## src/rtl/abm_read_engine.sv

```systemverilog
// abm_read_engine: on a start pulse, reads one ABM from SRC_ADDR with AXI4 INCR bursts and streams it out.
// Define ABM_READ_PERF_EN to add the saturating `cycles` busy-cycle counter port.
module abm_read_engine #(
    parameter int unsigned   DW              = 512,
    parameter int unsigned   AW              = 64,
    parameter logic [AW-1:0] SRC_ADDR        = '0,
    parameter int unsigned   ABM_BYTES       = 16384,
    parameter int unsigned   BURST_BEATS     = 64,
    parameter int unsigned   MAX_OUTSTANDING = 4
) (
    input  logic          clk,
    input  logic          resetn,
    input  logic          start,
    output logic          idle,
    output logic          rd_error,
`ifdef ABM_READ_PERF_EN
    output logic [31:0]   cycles,
`endif
    output logic [AW-1:0] M_AXI_ARADDR,
    output logic [7:0]    M_AXI_ARLEN,
    output logic [2:0]    M_AXI_ARSIZE,
    output logic [1:0]    M_AXI_ARBURST,
    output logic          M_AXI_ARVALID,
    input  logic          M_AXI_ARREADY,
    input  logic [DW-1:0] M_AXI_RDATA,
    input  logic [1:0]    M_AXI_RRESP,
    input  logic          M_AXI_RLAST,
    input  logic          M_AXI_RVALID,
    output logic          M_AXI_RREADY,
    output logic [DW-1:0] AXIS_OUT_TDATA,
    output logic          AXIS_OUT_TVALID,
    output logic          AXIS_OUT_TLAST,
    input  logic          AXIS_OUT_TREADY
);

    localparam int unsigned BPB         = DW / 8;
    localparam int unsigned BURST_BYTES = BPB * BURST_BEATS;
    localparam int unsigned NBURSTS     = ABM_BYTES / BURST_BYTES;
    localparam int unsigned NBEATS      = NBURSTS * BURST_BEATS;
    localparam int unsigned BCW         = $clog2(NBURSTS + 1);
    localparam int unsigned BTW         = $clog2(NBEATS + 1);
    localparam int unsigned OW          = 4;

    if (ABM_BYTES == 0 || (ABM_BYTES % BURST_BYTES) != 0) begin : g_bad_size
        $error("ABM_BYTES must be a nonzero multiple of BPB*BURST_BEATS");
    end
    if (BURST_BEATS < 1 || BURST_BEATS > 256 || BURST_BYTES > 4096) begin : g_bad_burst
        $error("BURST_BEATS must be 1..256 with BPB*BURST_BEATS <= 4096");
    end
    if (MAX_OUTSTANDING < 1 || MAX_OUTSTANDING > 15) begin : g_bad_outst
        $error("MAX_OUTSTANDING must be 1..15");
    end
    if ((SRC_ADDR % 4096) != 0) begin : g_bad_addr
        $error("SRC_ADDR must be 4 KB aligned");
    end

    typedef enum logic [1:0] {S_IDLE, S_ISSUE, S_DONE} state_e;

    state_e         state_q, state_d;
    logic           idle_q, idle_d;
    logic           err_q, err_d;
    logic [BCW-1:0] bursts_q, bursts_d;
    logic [BTW-1:0] beats_q, beats_d;
    logic [OW-1:0]  outst_q, outst_d;

    logic start_acc, ar_hs, r_xfer, r_last_hs, last_xfer;

    // AR channel is derived purely from registers, so it stays stable until ARREADY
    assign M_AXI_ARVALID = (state_q == S_ISSUE) && (outst_q < OW'(MAX_OUTSTANDING));
    assign M_AXI_ARADDR  = SRC_ADDR + AW'(bursts_q) * AW'(BURST_BYTES);
    assign M_AXI_ARLEN   = 8'(BURST_BEATS - 1);
    assign M_AXI_ARSIZE  = 3'($clog2(BPB));
    assign M_AXI_ARBURST = 2'b01;

    // Zero-latency R -> AXIS pass-through, gated off while idle
    assign AXIS_OUT_TDATA  = M_AXI_RDATA;
    assign AXIS_OUT_TVALID = M_AXI_RVALID & ~idle_q;
    assign M_AXI_RREADY    = AXIS_OUT_TREADY & ~idle_q;
    assign AXIS_OUT_TLAST  = (beats_q == BTW'(NBEATS - 1));

    assign idle     = idle_q;
    assign rd_error = err_q;

    assign start_acc = start & idle_q;
    assign ar_hs     = M_AXI_ARVALID & M_AXI_ARREADY;
    assign r_xfer    = M_AXI_RVALID & AXIS_OUT_TREADY & ~idle_q;
    assign r_last_hs = r_xfer & M_AXI_RLAST;
    assign last_xfer = r_xfer & AXIS_OUT_TLAST;

    always_comb begin
        state_d  = state_q;
        idle_d   = idle_q;
        err_d    = err_q;
        bursts_d = bursts_q;
        beats_d  = beats_q;
        outst_d  = outst_q;
        if (start_acc) begin
            state_d  = S_ISSUE;
            idle_d   = 1'b0;
            err_d    = 1'b0;
            bursts_d = '0;
            beats_d  = '0;
            outst_d  = '0;
        end else if (!idle_q) begin
            if (ar_hs) begin
                bursts_d = bursts_q + BCW'(1);
            end
            case ({ar_hs, r_last_hs})
                2'b10:   outst_d = outst_q + OW'(1);
                2'b01:   outst_d = outst_q - OW'(1);
                default: outst_d = outst_q;
            endcase
            if (r_xfer) begin
                beats_d = beats_q + BTW'(1);
                if (M_AXI_RRESP != 2'b00) begin
                    err_d = 1'b1;
                end
            end
            case (state_q)
                S_ISSUE: if (ar_hs && bursts_q == BCW'(NBURSTS - 1)) state_d = S_DONE;
                default: state_d = state_q;
            endcase
            // TLAST completes the ABM regardless of which AR state we are in
            if (last_xfer) begin
                idle_d  = 1'b1;
                state_d = S_IDLE;
            end
        end
    end

    always_ff @(posedge clk) begin
        if (!resetn) begin
            state_q  <= S_IDLE;
            idle_q   <= 1'b1;
            err_q    <= 1'b0;
            bursts_q <= '0;
            beats_q  <= '0;
            outst_q  <= '0;
        end else begin
            state_q  <= state_d;
            idle_q   <= idle_d;
            err_q    <= err_d;
            bursts_q <= bursts_d;
            beats_q  <= beats_d;
            outst_q  <= outst_d;
        end
    end

`ifdef ABM_READ_PERF_EN
    logic [31:0] cycles_q, cycles_d;

    always_comb begin
        cycles_d = cycles_q;
        if (start_acc) begin
            cycles_d = '0;
        end else if (!idle_q && cycles_q != 32'hFFFF_FFFF) begin
            cycles_d = cycles_q + 32'd1;
        end
    end

    always_ff @(posedge clk) begin
        if (!resetn) begin
            cycles_q <= '0;
        end else begin
            cycles_q <= cycles_d;
        end
    end

    assign cycles = cycles_q;
`endif

endmodule

```

## config.mk

```make
export PLATFORM = sky130hd
export DESIGN_NAME = abm_read_engine
export DESIGN_NICKNAME = d
export VERILOG_FILES = /design/src/rtl/abm_read_engine.sv
export SDC_FILE = /design/constraint.sdc
export NUM_CORES = 1
export LEC_CHECK = 0
export CORE_AREA = 2 2 429 431
export CTS_CLUSTER_SIZE = 30
export DETAILED_ROUTE_END_ITERATION = 8
export DIE_AREA = 0 0 431 433
export GPL_TIMING_DRIVEN = 0
export HOLD_SLACK_MARGIN = 0.15
export PLACE_DENSITY_LB_ADDON = 0.25
export SLEW_MARGIN = 20
export SYNTH_ARGS = -nofsm -noshare
export SYNTH_HDL_FRONTEND = slang
export SYNTH_SLANG_ARGS = --single-unit
```

## constraint.sdc

```tcl
create_clock -name clk -period 4.3 [get_ports clk]
set_input_delay 1.29 -clock clk [delete_from_list [all_inputs] [get_ports clk]]
set_output_delay 1.29 -clock clk [all_outputs]
set_load 0.02 [all_outputs]
```

==> results of run 1 <==
## placed cells by master (no fill, tap or decap), drive strengths merged, types with 3 or more instances in the layout
master and count:
a21oi 7, and3b 3, buf 589, clkbuf 5, clkdlybuf4s50 528, conb 74, dfxtp 20, diode 39
ha 7, inv 6, nand2 9, nand3 3, nand4 4, nor2 14, o21ai 4, xnor2 5
xor2 5
## power breakdown
group          switching, W  internal [W]  leakage, nW
sequential       0.00000275      0.000188        0.162
combinational      0.000726      0.000761         5.39
clock             0.0000730      0.000142       0.0444
total              0.000801       0.00109         5.59
## area by class of cell
class	count	area, sq um
Sequential cell	20	400
Tap cell	2385	2980
Buffer	590	4420
Inverter	6	22.5
Clock buffer	4	88.8
Antenna cell	39	97.6
Timing Repair Buffer	529	5290
Fill cell	21200	168000
Multi-Input combinational cell	156	835
## critical path, delay by kind of cell
kind / cells / cell delay [ns]
AND/OR/NAND/NOR: 1 / 0.16
buffers and inverters: 3 / 1.16
## routing by layer
metal / vias to the layer above / share of wire [%]
li1: 2762 / -
met3: 216 / 18
met5: - / 1.2
met2: 620 / 45
met4: 158 / 0.64
met1: 2749 / 35
## state kept, by name, indices dropped and copies added, names as in the netlist
register,flops
beats_q,9
bursts_q,3
idle,1
outst_q,4
rd_error,1
state_q,2
## through the flow
stage               hold WS, ns  setup WS, ns  cell area [sq um]  power [W]  utilization, %
finish                    0.457         0.381              14100    0.00189            7.77
global route              0.513         0.254              14000    0.00198            7.72
CTS                       0.467         0.215              14000    0.00195            7.71
detailed placement        0.449       -0.0612              14000    0.00173            7.66
global placement          0.449       -0.0696              14000    0.00172            7.66
floorplan                 0.471          1.12               5680    0.00102               -
## kinds of logic after synthesis
group	after synthesis	synth area share [%]
other	2	0.139
flip-flops	20	7.40
AO/OA/AOI/OAI	17	2.01
AND/OR/NAND/NOR	46	4.67
XOR/XNOR	10	1.62
buffers and inverters	596	82.2
adder cells (fa/ha/maj)	7	1.62
multiplexers	2	0.370
## how the worst min path moves through the flow
stage / from / to / cells after the start
floorplan: beats_q[8] / beats_q[8] / 2
finish: rd_error / rd_error / 2
global placement: rd_error / rd_error / 2
global route: rd_error / rd_error / 2
CTS: rd_error / rd_error / 2
detailed placement: rd_error / rd_error / 2
==> results.cfg, run 1 <==
[yosys]
synth-seq-cells = 20
synthCells = 700
async_flop_share_pct = 0
ys_seq_area_share_pct = 7.40
synthTopCellsByArea = buf_4 81%, dfxtp_1 7.4%, ha_1 1.6%
syn_avg_cell_area_sq_um = 7.73
synthFlopType = dfxtp_1
synthTopCellsByCount = 587 x buf_4, 20 x dfxtp_1, 14 x nor2_1
yosysTopAreaCellShare_pct = 81.5
syn_area_sq_um = 5410
yosys_warnings = 0
yosysMostFrequentCell = buf_4
synth_edf_count = 0
yosysUniqueCellTypes = 33
synth_area_leader_cell = buf_4

[cells_and_area]
drive_above_1_share_pct = 45.7
syn_to_final_growth_pct = 162
final_cells = 3729
nNetsFinal = 1834

[clocking]
cts_made_buffers = 3
cts_tree = built
cts_max_level = 1
cts.repair.resized = 1
cts_setup_buffers = 0
clockBufferDepth = 2
cts_sinks = 20
clkLatencyLatePin_ns = 0.25
root_buffer = clkbuf_16
cts-hold-fix-buffers = 0
clk_pin_slew_worst_paths_ns = 0.06

[drt]
wl_per_cell_um = 25.1
wl_um = 93600
vias = 6505
drc = 0
firstDrtPassIters = 4
ant_nets = 0
drt_iter0_markers = 278
drt-vias-per-instance = 1.74

[status]
status = complete, no violations

[global_route]
grt_busiest_layer = met2
grt_use_total_pct = 9.33
grt_antenna_before_repair = 183
grt_max_degree = 12
grtUsageMet2_pct = 14.8
gr-total-overflow = 0
grt_pass1_wl_um = 103000
first_global_vias = 5705
gr-usage-met1_pct = 9.93
gr-usage-met3_pct = 7.86

[floorplan]
core_area_sq_um = 182000
chipWidth_um = 431
start_util_pct = 2.97
io_pins = 1116
die_h_um = 433
row_count = 157
die_area_sq_um = 187000

[worst_setup_path]
cp-end-kind = primary output
crit_type = in -> out
r2r_start = idle
crit_end = AXIS_OUT_TVALID
required_ns = 3.01
cp_slowest_cell = clkdlybuf4s50_1
path_max_fanout = 5
ff2ff_setup_slack_ns = 1.57
arrival_ns = 2.63
cp-start-kind = input pin
critPathLaunch = M_AXI_RVALID
slowest_delay_ns = 0.54
reg2reg_to = outst_q[2]
r2r_cells = 11
cp_cell_sequence = clkdlybuf4s50_1 > nand2b_1 > inv_1 > dlygate4sd2_1

[placed_design]
dp_hpwl_um = 91100
routabilityCongestion = 1.06
portBuffers = 529
dpl.cell_count = 3686

[timing]
setup-violations-final = 0
post-route-period-util_pct = 91.1
hold_viol_final = 0
fmax_ghz = 0.255
slew_headroom_pct = 59.3
setup_tns_ns = 0
drv_slew = 0
rsz0062_at_grt = false
period_needed_ns = 3.92
fin_skew_ns = 0.00262
tightestPinTransition_ns = 0.609

[power]
ir_drop_uv = 139
power-per-cell-area_nw_per_um2 = 134
p_leak_nw = 5.59

[worst_hold_path]
hold_class = reg -> reg

[flow_run]
maxCapViolCount = 0
Note: power is estimated with default switching activity, not from simulation.
==> run 2: changes to the inputs <==
--- a/config.mk
+++ b/config.mk
@@ -12,7 +12,7 @@
 export GPL_TIMING_DRIVEN = 0
 export HOLD_SLACK_MARGIN = 0.15
 export PLACE_DENSITY_LB_ADDON = 0.25
-export SLEW_MARGIN = 20
+export SLEW_MARGIN = 25
 export SYNTH_ARGS = -nofsm -noshare
 export SYNTH_HDL_FRONTEND = slang
 export SYNTH_SLANG_ARGS = --single-unit
==> results of run 2 <==
No change in the layout: final DEF, timing and power equal those of run 1.
==> run 3: changes to the inputs <==
--- a/config.mk
+++ b/config.mk
@@ -5,10 +5,10 @@
 export SDC_FILE = /design/constraint.sdc
 export NUM_CORES = 1
 export LEC_CHECK = 0
-export CORE_AREA = 2 2 429 431
+export CORE_AREA = 10 10 432 434
 export CTS_CLUSTER_SIZE = 30
 export DETAILED_ROUTE_END_ITERATION = 8
-export DIE_AREA = 0 0 431 433
+export DIE_AREA = 0 0 442 444
 export GPL_TIMING_DRIVEN = 0
 export HOLD_SLACK_MARGIN = 0.15
 export PLACE_DENSITY_LB_ADDON = 0.25
==> constraint.sdc (replaced) <==
create_clock -name clk -period 3.4 [get_ports clk]
set_input_delay 1.02 -clock clk [delete_from_list [all_inputs] [get_ports clk]]
set_output_delay 1.02 -clock clk [all_outputs]
set_load 0.02 [all_outputs]
==> run 3 against run 2 <==
Against the previous run:
- setup slack lost 0.20 ns
- sequential power increased by 27%
- largest cell class unchanged
- via count up 3.7%
- sequential cell count stayed put
==> results.cfg, run 3 (same netlist as run 1, synthesis figures left out) <==
[status]
status = complete, no violations

[cells_and_area]
layout_commonest_cell = buf_4
final_area_sq_um = 14100
nNetsFinal = 1834
largest_register_ffs = 9
syn_to_final_growth_pct = 161
reg.largest.list = beats_q x9, outst_q x4, bursts_q x3
fill_cells = 20700
drive_above_1_share_pct = 45.9
layout_common_cells = 587 x buf_4, 525 x clkdlybuf4s50_1, 74 x conb_1
regMostFlops = beats_q
finish.utilization_pct = 7.94

[worst_setup_path]
cp-end-kind = flop
path_max_fanout = 10
required_ns = 3.58
crit_type = in -> reg
ff2ff_setup_slack_ns = 0.73
cp-start-kind = input pin
arrival_ns = 3.39

[floorplan]
start_util_pct = 3.04
die_h_um = 444
io_pins = 1116
chipWidth_um = 442
core_area_sq_um = 178000
row_count = 155
die_area_sq_um = 196000

[clocking]
cts_sinks = 20
cts_tree = built
clk_pin_slew_worst_paths_ns = 0.06
clockBufferDepth = 2
clkLatencyLatePin_ns = 0.25
cts_setup_buffers = 0
cts.repair.resized = 7
cts_made_buffers = 3
cts_max_level = 1
cts-hold-fix-buffers = 0
root_buffer = clkbuf_16

[global_route]
gr-total-overflow = 0
grt_pass1_wl_um = 119000
grt_antenna_before_repair = 211
grt_max_degree = 11
grt_use_total_pct = 9.92
first_global_vias = 6477

[timing]
fin_skew_ns = 0.00485
slew_headroom_pct = 57.0
period_needed_ns = 3.21
hold_viol_final = 0
post-route-period-util_pct = 94.5
fmax_ghz = 0.311
fin_hold_ws_ns = 0.453
tightestPinTransition_ns = 0.643
drv_slew = 0
setup_ws_ns = 0.185
setup-violations-final = 0
rsz0062_at_grt = false

[power]
p_leak_nw = 5.60
p_total_w = 0.00240
power-per-cell-area_nw_per_um2 = 170
ir_drop_uv = 140

[flow_run]
maxCapViolCount = 0

[drt]
ant_nets = 0
wl_per_cell_um = 28.2
vias = 6748
drc = 0
drt-vias-per-instance = 1.82
firstDrtPassIters = 4
drt_iter0_markers = 272
wl_um = 105000

[placed_design]
portBuffers = 529
dp_hpwl_um = 102000
dpl_worst_slack_ns = -0.387
routabilityCongestion = 0.876
placedInstanceArea_sq_um = 13900

[worst_hold_path]
hold_class = reg -> reg
-- run 3: final timing paths --
check / startpoint / end / cells after the start
setup / recovery: M_AXI_RVALID / outst_q[2] / 11
hold / removal: rd_error / rd_error / 2
setup reg to reg: idle / outst_q[2] / 11
hold reg to reg: rd_error / rd_error / 2
-- run 3: per-stage QoR --
step | std cells | setup TNS, ns
3_5_place_dp | 3656 | -0.938
2_1_floorplan | 772 | 0
3_3_place_gp | 3656 | -0.910
6_report | 3705 | 0
5_1_grt | 3662 | 0
4_1_cts | 3659 | 0
-- run 3: metal layers --
metal | GRT usage (%) | share of wire [%] | vias to the layer above
met4 | 0.463 | 0.62 | 148
met5 | 0 | 0.92 | -
li1 | - | - | 2770
met2 | 16.5 | 47 | 711
met3 | 7.19 | 15 | 212
met1 | 10.7 | 36 | 2907
-- run 3: power breakdown --
group | switching, W | internal [W]
clock network | 0.0000899 | 0.000155
logic | 0.000948 | 0.000962
registers | 0.00000367 | 0.000238
total | 0.00104 | 0.00136
-- run 3: cell type report --
| cell class | count | area [sq um] | area share (%) |
|---|---|---|---|
| Inverter | 6 | 22.5 | 0.159 |
| Clock buffer | 3 | 75.1 | 0.532 |
| Timing Repair Buffer | 529 | 5300 | 37.5 |
| Antenna cell | 46 | 115 | 0.815 |
| Buffer | 590 | 4430 | 31.3 |
| Tap cell | 2355 | 2950 | 20.9 |
| Multi-Input combinational cell | 156 | 838 | 5.94 |
| Sequential cell | 20 | 400 | 2.84 |
-- run 3: worst max-delay path, stage by stage --
cell	delay [ns]
clkdlybuf4s50_1	0.47
and3b_2	0.22
buf_6	0.16
and2_1	0.20
ha_2	0.25
xor2_1	0.16
ha_1	0.16
a21oi_1	0.05
xor2_1	0.16
or4_1	0.40
a21oi_1	0.14
